**src/rtl/ball_pkg.sv**
```systemverilog
// Shared ball-pool types and default dimensions for the allocator and ball controllers.
// Latency: n/a (declarations only).
// Backpressure: n/a.
package ball_pkg;

    localparam int NUM_BALLS     = 8;
    localparam int SIZE_W        = 2;
    localparam int COORD_W       = 11;
    localparam int MAX_BALL_SIZE = (1 << SIZE_W) - 1;

    // Allocator sequencing: one pass per hit, spawn children one per cycle
    typedef enum logic [2:0] {
        S_IDLE    = 3'd0,
        S_INIT    = 3'd1,
        S_REMOVE  = 3'd2,
        S_SPAWN_L = 3'd3,
        S_SPAWN_R = 3'd4,
        S_CHECK   = 3'd5
    } alloc_st_t;

endpackage

```
**src/rtl/lowest_set_finder.sv**
```systemverilog
// Priority encoder: index of the lowest set bit of vec, plus a found flag.
// Latency: purely combinational.
// Backpressure: none; found=0 leaves idx at 0.
module lowest_set_finder #(
    parameter int WIDTH = 8,
    parameter int IDX_W = (WIDTH > 1) ? $clog2(WIDTH) : 1
) (
    input  logic [WIDTH-1:0] vec,
    output logic [IDX_W-1:0] idx,
    output logic             found
);

    // Scan from the top down so the lowest set bit is the last to win
    always_comb begin
        idx   = '0;
        found = 1'b0;
        for (int i = WIDTH - 1; i >= 0; i--) begin
            if (vec[i]) begin
                idx   = IDX_W'(i);
                found = 1'b1;
            end
        end
    end

endmodule

```
**src/rtl/ball_slot_allocator.sv**
```systemverilog
// Ball pool scheduler: serialises hits, retires the struck ball and spawns two smaller children.
// Latency: ack 1 cycle after IDLE samples a hit, child spawns on the next two cycles (4-cycle pass, 3 for size 0).
// Backpressure: hitReq is held by the requester until its hitAck; requests on inactive slots are never acked.
module ball_slot_allocator #(
    parameter int NUM_BALLS = ball_pkg::NUM_BALLS,
    parameter int SIZE_W    = ball_pkg::SIZE_W,
    parameter int COORD_W   = ball_pkg::COORD_W
) (
    input  logic                           clk,
    input  logic                           resetN,
    input  logic                           levelStart,
    input  logic [SIZE_W-1:0]              levelSize,
    input  logic [COORD_W-1:0]             levelX,
    input  logic [COORD_W-1:0]             levelY,
    input  logic [NUM_BALLS-1:0]           hitReq,
    input  logic [NUM_BALLS*COORD_W-1:0]   ballX,
    input  logic [NUM_BALLS*COORD_W-1:0]   ballY,
    output logic [NUM_BALLS-1:0]           hitAck,
    output logic [NUM_BALLS-1:0]           available,
    output logic [NUM_BALLS*SIZE_W-1:0]    ballSize,
    output logic [NUM_BALLS-1:0]           spawnPulse,
    output logic [COORD_W-1:0]             spawnX,
    output logic [COORD_W-1:0]             spawnY,
    output logic                           spawnDirRight,
    output logic                           levelClear,
    output logic                           overflow
);

    import ball_pkg::*;

    localparam int IDX_W = (NUM_BALLS > 1) ? $clog2(NUM_BALLS) : 1;

    alloc_st_t              state,      nxtState;
    logic [IDX_W-1:0]       hitIdx,     nxtHitIdx;
    logic [COORD_W-1:0]     hitX,       nxtHitX;
    logic [COORD_W-1:0]     hitY,       nxtHitY;
    logic [SIZE_W-1:0]      hitSize,    nxtHitSize;
    logic [SIZE_W-1:0]      sizeR       [NUM_BALLS];
    logic [SIZE_W-1:0]      nxtSize     [NUM_BALLS];
    logic [NUM_BALLS-1:0]   nxtAvailable;
    logic [NUM_BALLS-1:0]   nxtHitAck;
    logic [NUM_BALLS-1:0]   nxtSpawnPulse;
    logic [COORD_W-1:0]     nxtSpawnX;
    logic [COORD_W-1:0]     nxtSpawnY;
    logic                   nxtSpawnDirRight;
    logic                   nxtLevelClear;
    logic                   nxtOverflow;

    logic [COORD_W-1:0]     ballXArr    [NUM_BALLS];
    logic [COORD_W-1:0]     ballYArr    [NUM_BALLS];
    logic [NUM_BALLS-1:0]   hitCand;
    logic [IDX_W-1:0]       hitSel;
    logic                   hitFound;
    logic [NUM_BALLS-1:0]   hitMask;
    logic [NUM_BALLS-1:0]   freeBase;
    logic [NUM_BALLS-1:0]   freeVec;
    logic [IDX_W-1:0]       freeIdx;
    logic                   freeFound;
    logic [SIZE_W-1:0]      childSize;

    // Unpack the flattened position buses and repack the size registers
    always_comb begin
        for (int i = 0; i < NUM_BALLS; i++) begin
            ballXArr[i]                    = ballX[i*COORD_W +: COORD_W];
            ballYArr[i]                    = ballY[i*COORD_W +: COORD_W];
            ballSize[i*SIZE_W +: SIZE_W]   = sizeR[i];
        end
    end

    assign hitCand   = hitReq & available;
    assign hitMask   = NUM_BALLS'(1) << hitIdx;
    // While leaving REMOVE the struck slot is already counted as free, so the
    // left child may reuse it in the same edge that retires the parent.
    assign freeBase  = (state == S_REMOVE) ? (available & ~hitMask) : available;
    assign freeVec   = ~freeBase;
    assign childSize = hitSize - SIZE_W'(1);

    lowest_set_finder #(
        .WIDTH (NUM_BALLS),
        .IDX_W (IDX_W)
    ) u_hit_finder (
        .vec   (hitCand),
        .idx   (hitSel),
        .found (hitFound)
    );

    lowest_set_finder #(
        .WIDTH (NUM_BALLS),
        .IDX_W (IDX_W)
    ) u_free_finder (
        .vec   (freeVec),
        .idx   (freeIdx),
        .found (freeFound)
    );

    // Next-state and next-output decode; outputs are computed for the state
    // being entered so every pulse is visible while that state is current.
    always_comb begin
        nxtState         = state;
        nxtHitIdx        = hitIdx;
        nxtHitX          = hitX;
        nxtHitY          = hitY;
        nxtHitSize       = hitSize;
        nxtSize          = sizeR;
        nxtAvailable     = available;
        nxtSpawnX        = spawnX;
        nxtSpawnY        = spawnY;
        nxtSpawnDirRight = spawnDirRight;
        nxtOverflow      = overflow;
        nxtHitAck        = '0;
        nxtSpawnPulse    = '0;
        nxtLevelClear    = 1'b0;

        if (levelStart) begin
            // New level overrides anything in flight, including an unacked hit
            nxtState         = S_INIT;
            nxtAvailable     = NUM_BALLS'(1);
            for (int i = 0; i < NUM_BALLS; i++) begin
                nxtSize[i] = '0;
            end
            nxtSize[0]       = levelSize;
            nxtSpawnPulse    = NUM_BALLS'(1);
            nxtSpawnX        = levelX;
            nxtSpawnY        = levelY;
            nxtSpawnDirRight = 1'b1;
            nxtOverflow      = 1'b0;
        end else begin
            case (state)
                S_IDLE: begin
                    if (hitFound) begin
                        nxtState   = S_REMOVE;
                        nxtHitIdx  = hitSel;
                        nxtHitX    = ballXArr[hitSel];
                        nxtHitY    = ballYArr[hitSel];
                        nxtHitSize = sizeR[hitSel];
                        nxtHitAck  = NUM_BALLS'(1) << hitSel;
                    end
                end
                S_INIT: begin
                    nxtState = S_IDLE;
                end
                S_REMOVE: begin
                    nxtAvailable = available & ~hitMask;
                    if (hitSize == '0) begin
                        nxtState      = S_CHECK;
                        nxtLevelClear = ((available & ~hitMask) == '0);
                    end else begin
                        nxtState         = S_SPAWN_L;
                        nxtSpawnDirRight = 1'b0;
                        if (freeFound) begin
                            nxtAvailable[freeIdx] = 1'b1;
                            nxtSize[freeIdx]      = childSize;
                            nxtSpawnPulse         = NUM_BALLS'(1) << freeIdx;
                            nxtSpawnX             = hitX;
                            nxtSpawnY             = hitY;
                        end else begin
                            nxtOverflow = 1'b1;
                        end
                    end
                end
                S_SPAWN_L: begin
                    nxtState         = S_SPAWN_R;
                    nxtSpawnDirRight = 1'b1;
                    if (freeFound) begin
                        nxtAvailable[freeIdx] = 1'b1;
                        nxtSize[freeIdx]      = childSize;
                        nxtSpawnPulse         = NUM_BALLS'(1) << freeIdx;
                        nxtSpawnX             = hitX;
                        nxtSpawnY             = hitY;
                    end else begin
                        nxtOverflow = 1'b1;
                    end
                end
                S_SPAWN_R: begin
                    nxtState = S_IDLE;
                end
                S_CHECK: begin
                    nxtState = S_IDLE;
                end
                default: begin
                    nxtState = S_IDLE;
                end
            endcase
        end
    end

    // State, latched hit context, slot table and registered outputs
    always_ff @(posedge clk or negedge resetN) begin
        if (!resetN) begin
            state         <= S_IDLE;
            hitIdx        <= '0;
            hitX          <= '0;
            hitY          <= '0;
            hitSize       <= '0;
            sizeR         <= '{default: '0};
            available     <= '0;
            hitAck        <= '0;
            spawnPulse    <= '0;
            spawnX        <= '0;
            spawnY        <= '0;
            spawnDirRight <= 1'b0;
            levelClear    <= 1'b0;
            overflow      <= 1'b0;
        end else begin
            state         <= nxtState;
            hitIdx        <= nxtHitIdx;
            hitX          <= nxtHitX;
            hitY          <= nxtHitY;
            hitSize       <= nxtHitSize;
            sizeR         <= nxtSize;
            available     <= nxtAvailable;
            hitAck        <= nxtHitAck;
            spawnPulse    <= nxtSpawnPulse;
            spawnX        <= nxtSpawnX;
            spawnY        <= nxtSpawnY;
            spawnDirRight <= nxtSpawnDirRight;
            levelClear    <= nxtLevelClear;
            overflow      <= nxtOverflow;
        end
    end

endmodule

```
**config.mk**
```make
export PLATFORM = sky130hd
export DESIGN_NAME = ball_slot_allocator
export DESIGN_NICKNAME = d
export VERILOG_FILES = /design/src/rtl/ball_pkg.sv /design/src/rtl/lowest_set_finder.sv /design/src/rtl/ball_slot_allocator.sv
export SDC_FILE = /design/constraint.sdc
export NUM_CORES = 1
export LEC_CHECK = 0
export CAP_MARGIN = 20
export CORE_ASPECT_RATIO = 0.5
export CORE_MARGIN = 4
export CORE_UTILIZATION = 44
export CTS_BUF_LIST = sky130_fd_sc_hd__clkbuf_8
export DETAILED_ROUTE_END_ITERATION = 12
export GPL_TIMING_DRIVEN = 0
export PLACE_DENSITY = 0.84
export SYNTH_ARGS = -nofsm -noshare
export SYNTH_HDL_FRONTEND = slang
export SYNTH_SLANG_ARGS = --single-unit
export TNS_END_PERCENT = 50
```
**constraint.sdc**
```tcl
create_clock -name clk -period 3 [get_ports clk]
set_input_delay 0.3 -clock clk [delete_from_list [all_inputs] [get_ports clk]]
set_output_delay 0.3 -clock clk [all_outputs]
set_load 0.01 [all_outputs]
```
==> impl_metrics.toml <==
[clocking]
numCtsBuffers = 9
numClockSinks = 95
clock_latency_ns = 0.39
cts_tree = "done"
htreeDepth = 3
cts_setup_buffers = 0
clk_path_buf_depth = 2
clock_tree.root_cell = "clkbuf_8"
clkTransAtPathRegs_ns = 0.11

[floorplanning]
die_area_um2 = 16100
rows = 30
die_x_um = 175
pin_count = 276
initial_core_util_pct = 45.3
die_y_um = 91.7
core_region_area_um2 = 13600

[power_and_ir_drop]
power_mw = 3.55
ir_worst_vdd_mv = 0.199
p_leak_nw = 3.97
power_per_cell_area_nw_per_um2 = 377

[final_layout]
antennaDiodeCount = 0
utilization_pct = 69.0
finalNonFillerCells = 1158
area_growth_pct = 52.4
nNetsFinal = 1173
drive_above_1_share_pct = 6.52

[grt]
grtUsageTotal_pct = 31.8
antenna_found_initial = 1
grt-ovfl-total = 0
grt_pass1_vias = 7098
grt_first_pass_wirelength_um = 39700
grt_max_degree = 50

[timing]
skew_ns = 0.0271
worst_pin_slew_ns = 0.854
fin_crit_ns = 2.92
period_share_pct = 97.5
rsz0062_at_grt = "false"
finalWorstSetupSlack_ns = 0.0760
finalSetupViolCount = 0
slew_headroom_pct = 43.0
slew_viol_final = 0
max_freq_mhz = 342
hold_viol_final = 0

[drt]
ant_nets = 0
wl_per_cell_um = 22.8
drtPass1Iterations = 5
wirelength_um = 26400
drc = 0
vias_per_cell = 6.07
via_count = 7029
drtIter0Drc = 708

[synthesis]
synthCells = 673
synth_nets = 885
ys_seq_elements = 95
ys_seq_area_share_pct = 38.6
synth_flop_cell = "dfrtp_1"
synthesis.area_um2 = 6170
synth.distinct_cells = 69
yosys_warnings = 0
async_reset_ff_share_pct = 100
syn_area_per_cell_um2 = 9.16
synth-edff-count = 0

[outcome]
run_status = "complete, no violations"

[placement]
io_buffers = 275
pre_cts_ws_ns = -0.174
placedCellCount = 1141
dp_hpwl_um = 20400
gp_congestion = 0.947

[min_path]
hold_path.class = "input port to asynchronous set/reset pin"

[setup_path]
crit_required_ns = 3.27
worstRegToRegCells = 7
endpoint_kind = "flip-flop"
path_class = "flip-flop to flip-flop"
critPathMaxFanout = 10
critPathLaunchType = "flip-flop"
cp.arrival_ns = 3.19

[run]
maxCapViolCount = 0
==> layer usage <==
layer | global-route usage, % | vias up | part of all wire (%)
li1 | - | 3102 | -
met1 | 39.8 | 3396 | 39
met2 | 53.8 | 445 | 48
met3 | 7.13 | 84 | 9.1
met4 | 12.6 | 2 | 3.8
met5 | 0 | - | 0.068
==> cells in the mapped netlist (3+ instances only) <==
library cell | instances | area, µm²
clkbuf_1 | 41 | 154
nor2b_1 | 6 | 37.5
nor2_1 | 26 | 97.6
buf_2 | 8 | 40.0
o21ai_0 | 63 | 315
inv_1 | 9 | 33.8
nand2_1 | 63 | 236
a2bb2oi_1 | 5 | 43.8
a22o_1 | 3 | 26.3
or3_1 | 5 | 31.3
o21a_1 | 4 | 30.0
and4_1 | 3 | 26.3
a211oi_1 | 7 | 52.6
a31oi_1 | 4 | 25.0
and3_1 | 25 | 156
mux2_2 | 5 | 56.3
nand3_1 | 29 | 145
a21o_1 | 6 | 45.0
a21oi_1 | 51 | 255
o2bb2ai_1 | 19 | 166
buf_1 | 5 | 18.8
buf_6 | 3 | 33.8
a211o_1 | 40 | 350
nand2b_1 | 4 | 25.0
dfrtp_1 | 95 | 2380
o211ai_1 | 7 | 52.6
mux2i_1 | 76 | 761
nor3_1 | 9 | 45.0
==> cell families after synthesis <==
kind of cell               after synthesis  synth area share, %
muxes                                   81                 13.3
buffers and inverters                   67                 4.67
and+or+nand+nor                        190                 15.7
AOI/OAI and AO/OA                      239                 27.6
adders and majority gates                1                0.203
DFF                                     95                 38.6
==> critical path: stages (launching register included) <==
cell      delay, ns
dfrtp_1        0.39
clkbuf_1       0.25
a32o_1         0.34
o21ai_1        0.47
nand2_1        0.32
clkbuf_1       0.37
a211o_1        0.38
a211o_1        0.27
==> report_power, final <==
group / total, mW / internal (mW) / switching, mW
combinational: 1.16 / 0.625 / 0.537
sequential: 1.52 / 1.42 / 0.0994
clock: 0.861 / 0.324 / 0.537
total: 3.55 / 2.37 / 1.17
==> timing repair <==
| item | CTS | global route |
|---|---|---|
| resized for setup | 0 | 13 |
| endpoints found under the hold margin | 46 | 0 |
| endpoints found under the setup margin | 0 | 20 |
| hold buffers | 1 | 0 |
==> through the flow <==
stage	setup TNS (ns)	cell area, µm²	hold slack (ns)
CTS	0	9390	0.463
global route	0	9400	0.478
finish	0	9400	0.445
detailed placement	-1.53	9180	0.360
global placement	-187.82	9160	0.482
floorplan	0	6170	0.00441
==> cells in the final DEF, fill, tap and decap left out, types with 3 or more instances in the layout <==
cell and instances:
a211o_1 40, a211oi_1 7, a21o_1 6, a21oi_1 51, a22o_1 3, a2bb2oi_1 5, a31oi_1 4, and3_1 25
and4_1 3, buf_1 3, buf_2 8, buf_6 3, clkbuf_1 36, clkbuf_2 7, clkbuf_8 9, clkdlybuf4s50_1 274
dfrtp_1 95, inv_1 9, mux2_2 5, mux2i_1 76, nand2_1 63, nand2b_1 4, nand3_1 29, nor2_1 26
nor2b_1 6, nor3_1 9, o211ai_1 7, o21a_1 4, o21ai_0 63, o2bb2ai_1 19, or3_1 5
==> cell type report <==
class	count	area, µm²
Multi-Input combinational cell	511	3500
Clock inverter	7	71.3
Inverter	9	33.8
Sequential cell	95	2380
Fill cell	1094	4230
Buffer	58	263
Clock buffer	9	124
Tap cell	192	240
Timing Repair Buffer	277	2790
==> flip-flops by register name (all words and copies together) (netlist names) <==
register and flops:
state 3, ballSize 16, spawnDirRight 1, hitIdx 3, hitAck 8, hitSize 2
hitX 11, spawnPulse 8, hitY 11, levelClear 1, spawnY 11, overflow 1
spawnX 11, available 8
==> final timing paths <==
path                                          start               endpoint  slack, ns
setup / recovery           available[2]$_DFFE_PN0P_    hitX[1]$_DFFE_PN0P_       0.08
hold / removal                               resetN   levelClear$_DFF_PN0_       0.44
setup reg to reg           available[2]$_DFFE_PN0P_    hitX[1]$_DFFE_PN0P_       0.08
hold reg to reg                overflow$_DFFE_PN0P_   overflow$_DFFE_PN0P_       0.52
max in group asynchronous                    resetN  spawnX[3]$_DFFE_PN0P_       1.86
min in group clk                          levelY[1]  spawnY[1]$_DFFE_PN0P_       0.47
Power figures use the tool's default switching activity.
==> variant 1, RTL diff (same flow settings) <==
The package constant `SIZE_W` goes from 2 to 1.
--- a/src/rtl/ball_pkg.sv
+++ b/src/rtl/ball_pkg.sv
@@ -6,3 +6,3 @@
     localparam int NUM_BALLS     = 8;
-    localparam int SIZE_W        = 2;
+    localparam int SIZE_W        = 1;
     localparam int COORD_W       = 11;
Ports: changed (resized ballSize and levelSize); port bits go from 276 to 267. The function was not compared with the original's and may differ.
==> variant 1 against the unedited design <==
  * Non-clock buffer count decreased by 21
  * Sequential cell count decreased by 9
  * Cell area decreased by 8.7%
  * Routed wire length decreased by 15%
  * Clock skew decreased by 0.017 ns
  * Clock power increased by 11%
  * Total power decreased by 7.3%
  * Setup slack improved by 0.18 ns
  * Area after synthesis decreased by 12%
  * Critical path type unchanged
  * Critical endpoint is now hitX[5]
  * Largest cell class unchanged
  * Largest power group unchanged
  * Highest routed layer is now met4
==> variant 1: results (changes against the unedited design) <==
| Metric | Value |
|---|---|
| Worst ir drop on vdd | 0.220 mV (+10%) |
| Largest net degree at the start of global routing | 68 (+36%) |
| Hold WC Path Type | primary input to async pin |
| Routability congestion estimate | 0.979 (+3.4%) |
| Layout Skew | 0.0103 ns (-0.0168 ns) |
| Initial antenna violation count | 0 (-1) |
| Ranking of synthesized cells by area | dfrtp_1 (39%), mux2i_1 (15%), nand2_1 (3.4%) |
| Top FF cell, synth | dfrtp_1 |
| Ant diodes | 0 (unchanged) |
| Share of cells above drive strength 1 | 8.19% (+1.7 points) |
| Async set-reset flop share out of synthesis | 100% (unchanged) |
| Input/output buffers | 266 (-3.3%) |
| Total nets after synthesis | 769 (-13%) |
| CP arrival | 2.98 ns (-0.21 ns) |
| Worst-Skew Late Latency | 0.37 ns (-0.02 ns) |
| Dpl hpwl | 17700 µm (-13%) |
| Worst-path clk slew | 0.10 ns |
| Reg-to-reg slack, setup | 0.25 ns (+0.18 ns) |
| WL/cell | 22.4 µm (-2.1%) |
| Fill cells | 931 (-15%) |
| Max Buffers Root-to-Sink | 2 (unchanged) |
| Placed insts | 991 (-13%) |
| Root Driver | clkbuf_8 |
| DRT iter0 DRCs | 452 (-36%) |
| Synth cell types | 67 (-2.9%) |
| Commonest cells in the netlist | dfrtp_1 (86), mux2i_1 (81), nand2_1 (50) |
| Pre-CTS WS | 0.0543 ns (+0.228 ns) |
| Syn Inst Count | 559 (-17%) |
| Final std cells w/o fill | 1008 (-13%) |
| Origin of the worst setup path | state[2] |
| Outcome | finished clean |
| Register area share after synthesis | 39.5% (+0.93 points) |
| Yosys warns | 0 (unchanged) |
| Cell Area, Placed | 0.00834 mm² (-9.1%) |
| Vias | 6009 (-15%) |
| CTS Buf Count | 9 (unchanged) |
| First-pass GRT wire length | 33700 µm (-15%) |
| GRT Total Usage | 30.4% (-1.4 points) |
| Final setup fails | 0 (unchanged) |
| Tcrit/Tclk final | 91.6% (-5.9 points) |
| Vias in the first global route | 6098 (-14%) |
| Worst relative slew slack | 44.2% (+1.2 points) |
| CP endpoint | hitX[5] |
| CTS H-tree lvls | 3 (unchanged) |
| Drt first pass iters | 5 (unchanged) |
| R2R depth | 7 (unchanged) |
| Leakage power | 3.66 nW (-7.8%) |
| Max FO, Critical Path | 10 (unchanged) |
| Setup Buffers After CTS | 0 (unchanged) |
| # resized after CTS | 0 (unchanged) |
[variant 1: cell types whose count changed after synthesis, sizes merged, moves of 17 or more]
cell / unedited run / this run
a211o: 40 / 8
a21oi: 52 / 15
and3: 25 / 1
nand3: 31 / 9
o21ai: 64 / 34
o2bb2ai: 19 / 2
[variant 1: what timing repair did]
item,4_1_cts,5_1_grt
hold buffers,1,0
hold endpoints to repair,19,0
setup endpoints to repair,0,0
[variant 1: final cells by class]
class / instances / area (µm²) / area share [%]
plain buffers: 46 / 235 / 2.74
clock buffers: 9 / 124 / 1.44
clock inverters: 7 / 101 / 1.18
inverters: 7 / 26.3 / 0.306
multi-input cells: 420 / 3040 / 35.4
flip-flops and latches: 86 / 2150 / 25.1
well taps: 165 / 206 / 2.41
repair buffers: 268 / 2700 / 31.4
[variant 1: kinds of logic (layout without fill, tap and decap cells)]
family / Yosys count / in the layout / synth area share (%)
AND/OR/NAND/NOR: 168 / 168 / 16.1
flip-flops: 86 / 86 / 39.5
multiplexers: 92 / 92 / 17.1
buffers and inverters: 53 / 337 / 4.80
AO/OA/AOI/OAI: 159 / 159 / 22.3
XOR/XNOR: 1 / 1 / 0.161
[variant 1: worst min-delay path by stage]
stage / from / endpoint / slack, ns / cells past startpoint
global placement: spawnDirRight / spawnDirRight / 0.49 / 2
CTS: resetN / overflow / 0.34 / 2
floorplan: resetN / available[0] / 0.004 / 0
detailed placement: resetN / spawnPulse[7] / 0.20 / 1
global route: resetN / overflow / 0.36 / 2
finish: resetN / spawnPulse[7] / 0.35 / 2
[variant 1: per-stage QoR]
step | hold WS, ns | util [%]
3_5_place_dp | 0.202 | 69.8
6_report | 0.350 | 71.8
2_1_floorplan | 0.00441 | -
4_1_cts | 0.338 | 71.8
3_3_place_gp | 0.492 | 69.6
5_1_grt | 0.363 | 71.8
[variant 1: layer usage]
| metal | share of wire, % | track usage (%) | vias to the layer above |
|---|---|---|---|
| met5 | 0 | 0 | - |
| met4 | 2.8 | 9.66 | 0 |
| met3 | 8.1 | 6.84 | 53 |
| met2 | 50 | 51.7 | 305 |
| met1 | 39 | 39.0 | 2954 |
| li1 | - | - | 2697 |
[variant 1: worst max-delay path, stage by stage, from the launching register on]
cell and delay [ns]:
dfrtp_1 0.42, buf_2 0.21, nor4_4 0.57, nand2_1 0.22, nor4_4 0.50, buf_2 0.36, buf_4 0.24, a211oi_1 0.09
[variant 1: power breakdown]
group / internal, mW / total, mW / switching (mW)
sequential: 1.29 / 1.38 / 0.0961
combinational: 0.544 / 0.952 / 0.408
clock: 0.478 / 0.952 / 0.474
total: 2.31 / 3.29 / 0.978
==> variant 2, RTL diff (config.mk and constraints unchanged) <==
Without the edit above. Make the reset (`resetN`) synchronous in one clocked block.
--- a/src/rtl/ball_slot_allocator.sv
+++ b/src/rtl/ball_slot_allocator.sv
@@ -187,3 +187,3 @@
     // State, latched hit context, slot table and registered outputs
-    always_ff @(posedge clk or negedge resetN) begin
+    always_ff @(posedge clk) begin
         if (!resetN) begin
Check against the original RTL: differs if resetN is asserted again (counterexample within 4 cycles, from zero or initial values and one cycle with resetN low); with resetN held inactive, the same outputs for 4 cycles.
==> variant 2 against the unedited design <==
  * Core utilization is 3.3 points higher
  * Area after synthesis decreased by 8.9%
  * Setup slack better by 0.018 ns
  * Sequential cell count did not move
  * Routed wire length shrank 0.90%
  * Sequential power fell by 13%
  * Total power decreased by 20%
  * Clock skew shrank 0.014 ns
  * Cell area decreased by 6.5%
==> variant 2: results (changes against the unedited design) <==
| Metric | Value |
|---|---|
| Worst slew pin tran | 0.810 ns (-0.0448 ns) |
| Routability congestion estimate | 0.959 (+1.3%) |
| DRT iter0 DRCs | 745 (+5.2%) |
| Leakage power | 3.01 nW (-24%) |
| Int Pwr | 2.07 mW (-13%) |
| Synth Area in Adders | 0.223% (+0.020 points) |
| Outcome | finished clean |
| Worst ir drop on vdd | 0.228 mV (+14%) |
| Multiplexer area fraction after synthesis | 12.7% (-0.53 points) |
| Complex-gate fraction of the synthesized area | 29.1% (+1.5 points) |
| Syn avg cell area | 8.44 µm² (-7.9%) |
| Hold WC Path Type | flip-flop to flip-flop |
| Hold slack | 0.484 ns (+0.0395 ns) |
| Final std cells w/o fill | 1122 (-3.1%) |
| Final #Nets | 1164 (-0.77%) |
| Vias in the first global route | 6661 (-6.2%) |
| Dpl hpwl | 20500 µm (+0.59%) |
| Ranking of synthesized cells by area | dfxtp_1 (34%), mux2i_1 (12%), a221o_1 (4.8%) |
| CP arrival | 3.18 ns (about the same) |
| Async set-reset flop share out of synthesis | 0% (-100 points) |
| GRT Total Usage | 34.1% (+2.3 points) |
| First-pass GRT wire length | 38900 µm (-2.0%) |
| CP max-delay cell | o22ai_2 |
| Reg-to-reg slack, setup | 0.09 ns (+0.02 ns) |
| Register area share after synthesis | 33.9% (-4.7 points) |
| FF-to-FF Start | available[5] |
| Vias per cell | 6.15 (+1.3%) |
| Layout Skew | 0.0133 ns (-0.0137 ns) |
| Share of cells above drive strength 1 | 6.79% (+0.27 points) |
-- variant 2: cell count changes in the layout (fill, tap and decap cells not counted), sizes merged, moves of 15 or more --
cell / unedited run / this run
dfxtp: 0 / 95
o2bb2ai: 19 / 0
dfrtp: 95 / 0
and3: 25 / 10
o21ai: 64 / 18
o211ai: 7 / 22
a211oi: 9 / 27
nor2: 26 / 65
a211o: 40 / 3
a22o: 3 / 19
a221o: 0 / 27
-- variant 2: worst min path at each step --
stage               cells past startpoint          start            end
finish                                  2  spawnDirRight  spawnDirRight
global route                            3      levelY[0]      spawnY[0]
CTS                                     3     levelY[10]     spawnY[10]
detailed placement                      2       overflow       overflow
global placement                        2       overflow       overflow
floorplan                               1       ballY[9]        hitY[9]
-- variant 2: layout make-up --
cell class / instances / area (µm²)
sequential: 95 / 1900
clock inverter: 7 / 86.3
tap: 165 / 206
fill: 964 / 3370
multi-input combinational: 498 / 3390
buffer: 60 / 282
timing repair buffer: 275 / 2750
inverter: 13 / 48.8
clock buffer: 9 / 124
-- variant 2: power by group through the flow --
| stage | registers, mW | logic, mW | clock network, mW |
|---|---|---|---|
| final | 1.32 | 0.598 | 0.926 |
| after global routing | 1.32 | 0.632 | 0.987 |
| after CTS | 1.32 | 0.590 | 0.931 |
| after detailed placement | 1.35 | 0.587 | 0 |
| after global placement | 1.35 | 0.580 | 0 |
| after floorplan | 1.35 | 0.175 | 0 |
-- variant 2: kinds of logic (layout without fill, tap and decap cells) --
logic type,Yosys count,after routing
DFF,95,95
and+or+nand+nor,209,209
adders and majority gates,1,1
muxes,71,71
xor gates and xnor gates,1,1
AOI/OAI and AO/OA,216,216
buffers and inverters,73,364
-- variant 2: layer usage --
| layer | wire length [µm] | track usage [%] | up-vias |
|---|---|---|---|
| met5 | 0 | 0 | - |
| li1 | - | - | 3111 |
| met4 | 764 | 10.8 | 0 |
| met2 | 12300 | 58.4 | 459 |
| met1 | 10500 | 44.1 | 3263 |
| met3 | 2590 | 6.76 | 64 |
-- variant 2: timing repair --
| action | in CTS | in global routing |
|---|---|---|
| setup endpoints to repair | 0 | 1 |
| hold buffers | 0 | 0 |
| resized for setup | 0 | 2 |
-- variant 2: stage by stage --
stage	setup slack, ns	instance area, µm²
floorplan	0.851	5620
global placement	0.0673	8580
detailed placement	0.0417	8580
CTS	0.179	8790
global route	0.0255	8790
finish	0.0942	8790
-- variant 2: worst max-delay path, delay by kind of cell (launching register included) --
kind | cells | cell delay (ns)
buffers and inverters | 2 | 0.78
muxes | 2 | 0.37
AOI/OAI and AO/OA | 3 | 1.29
DFF | 1 | 0.36
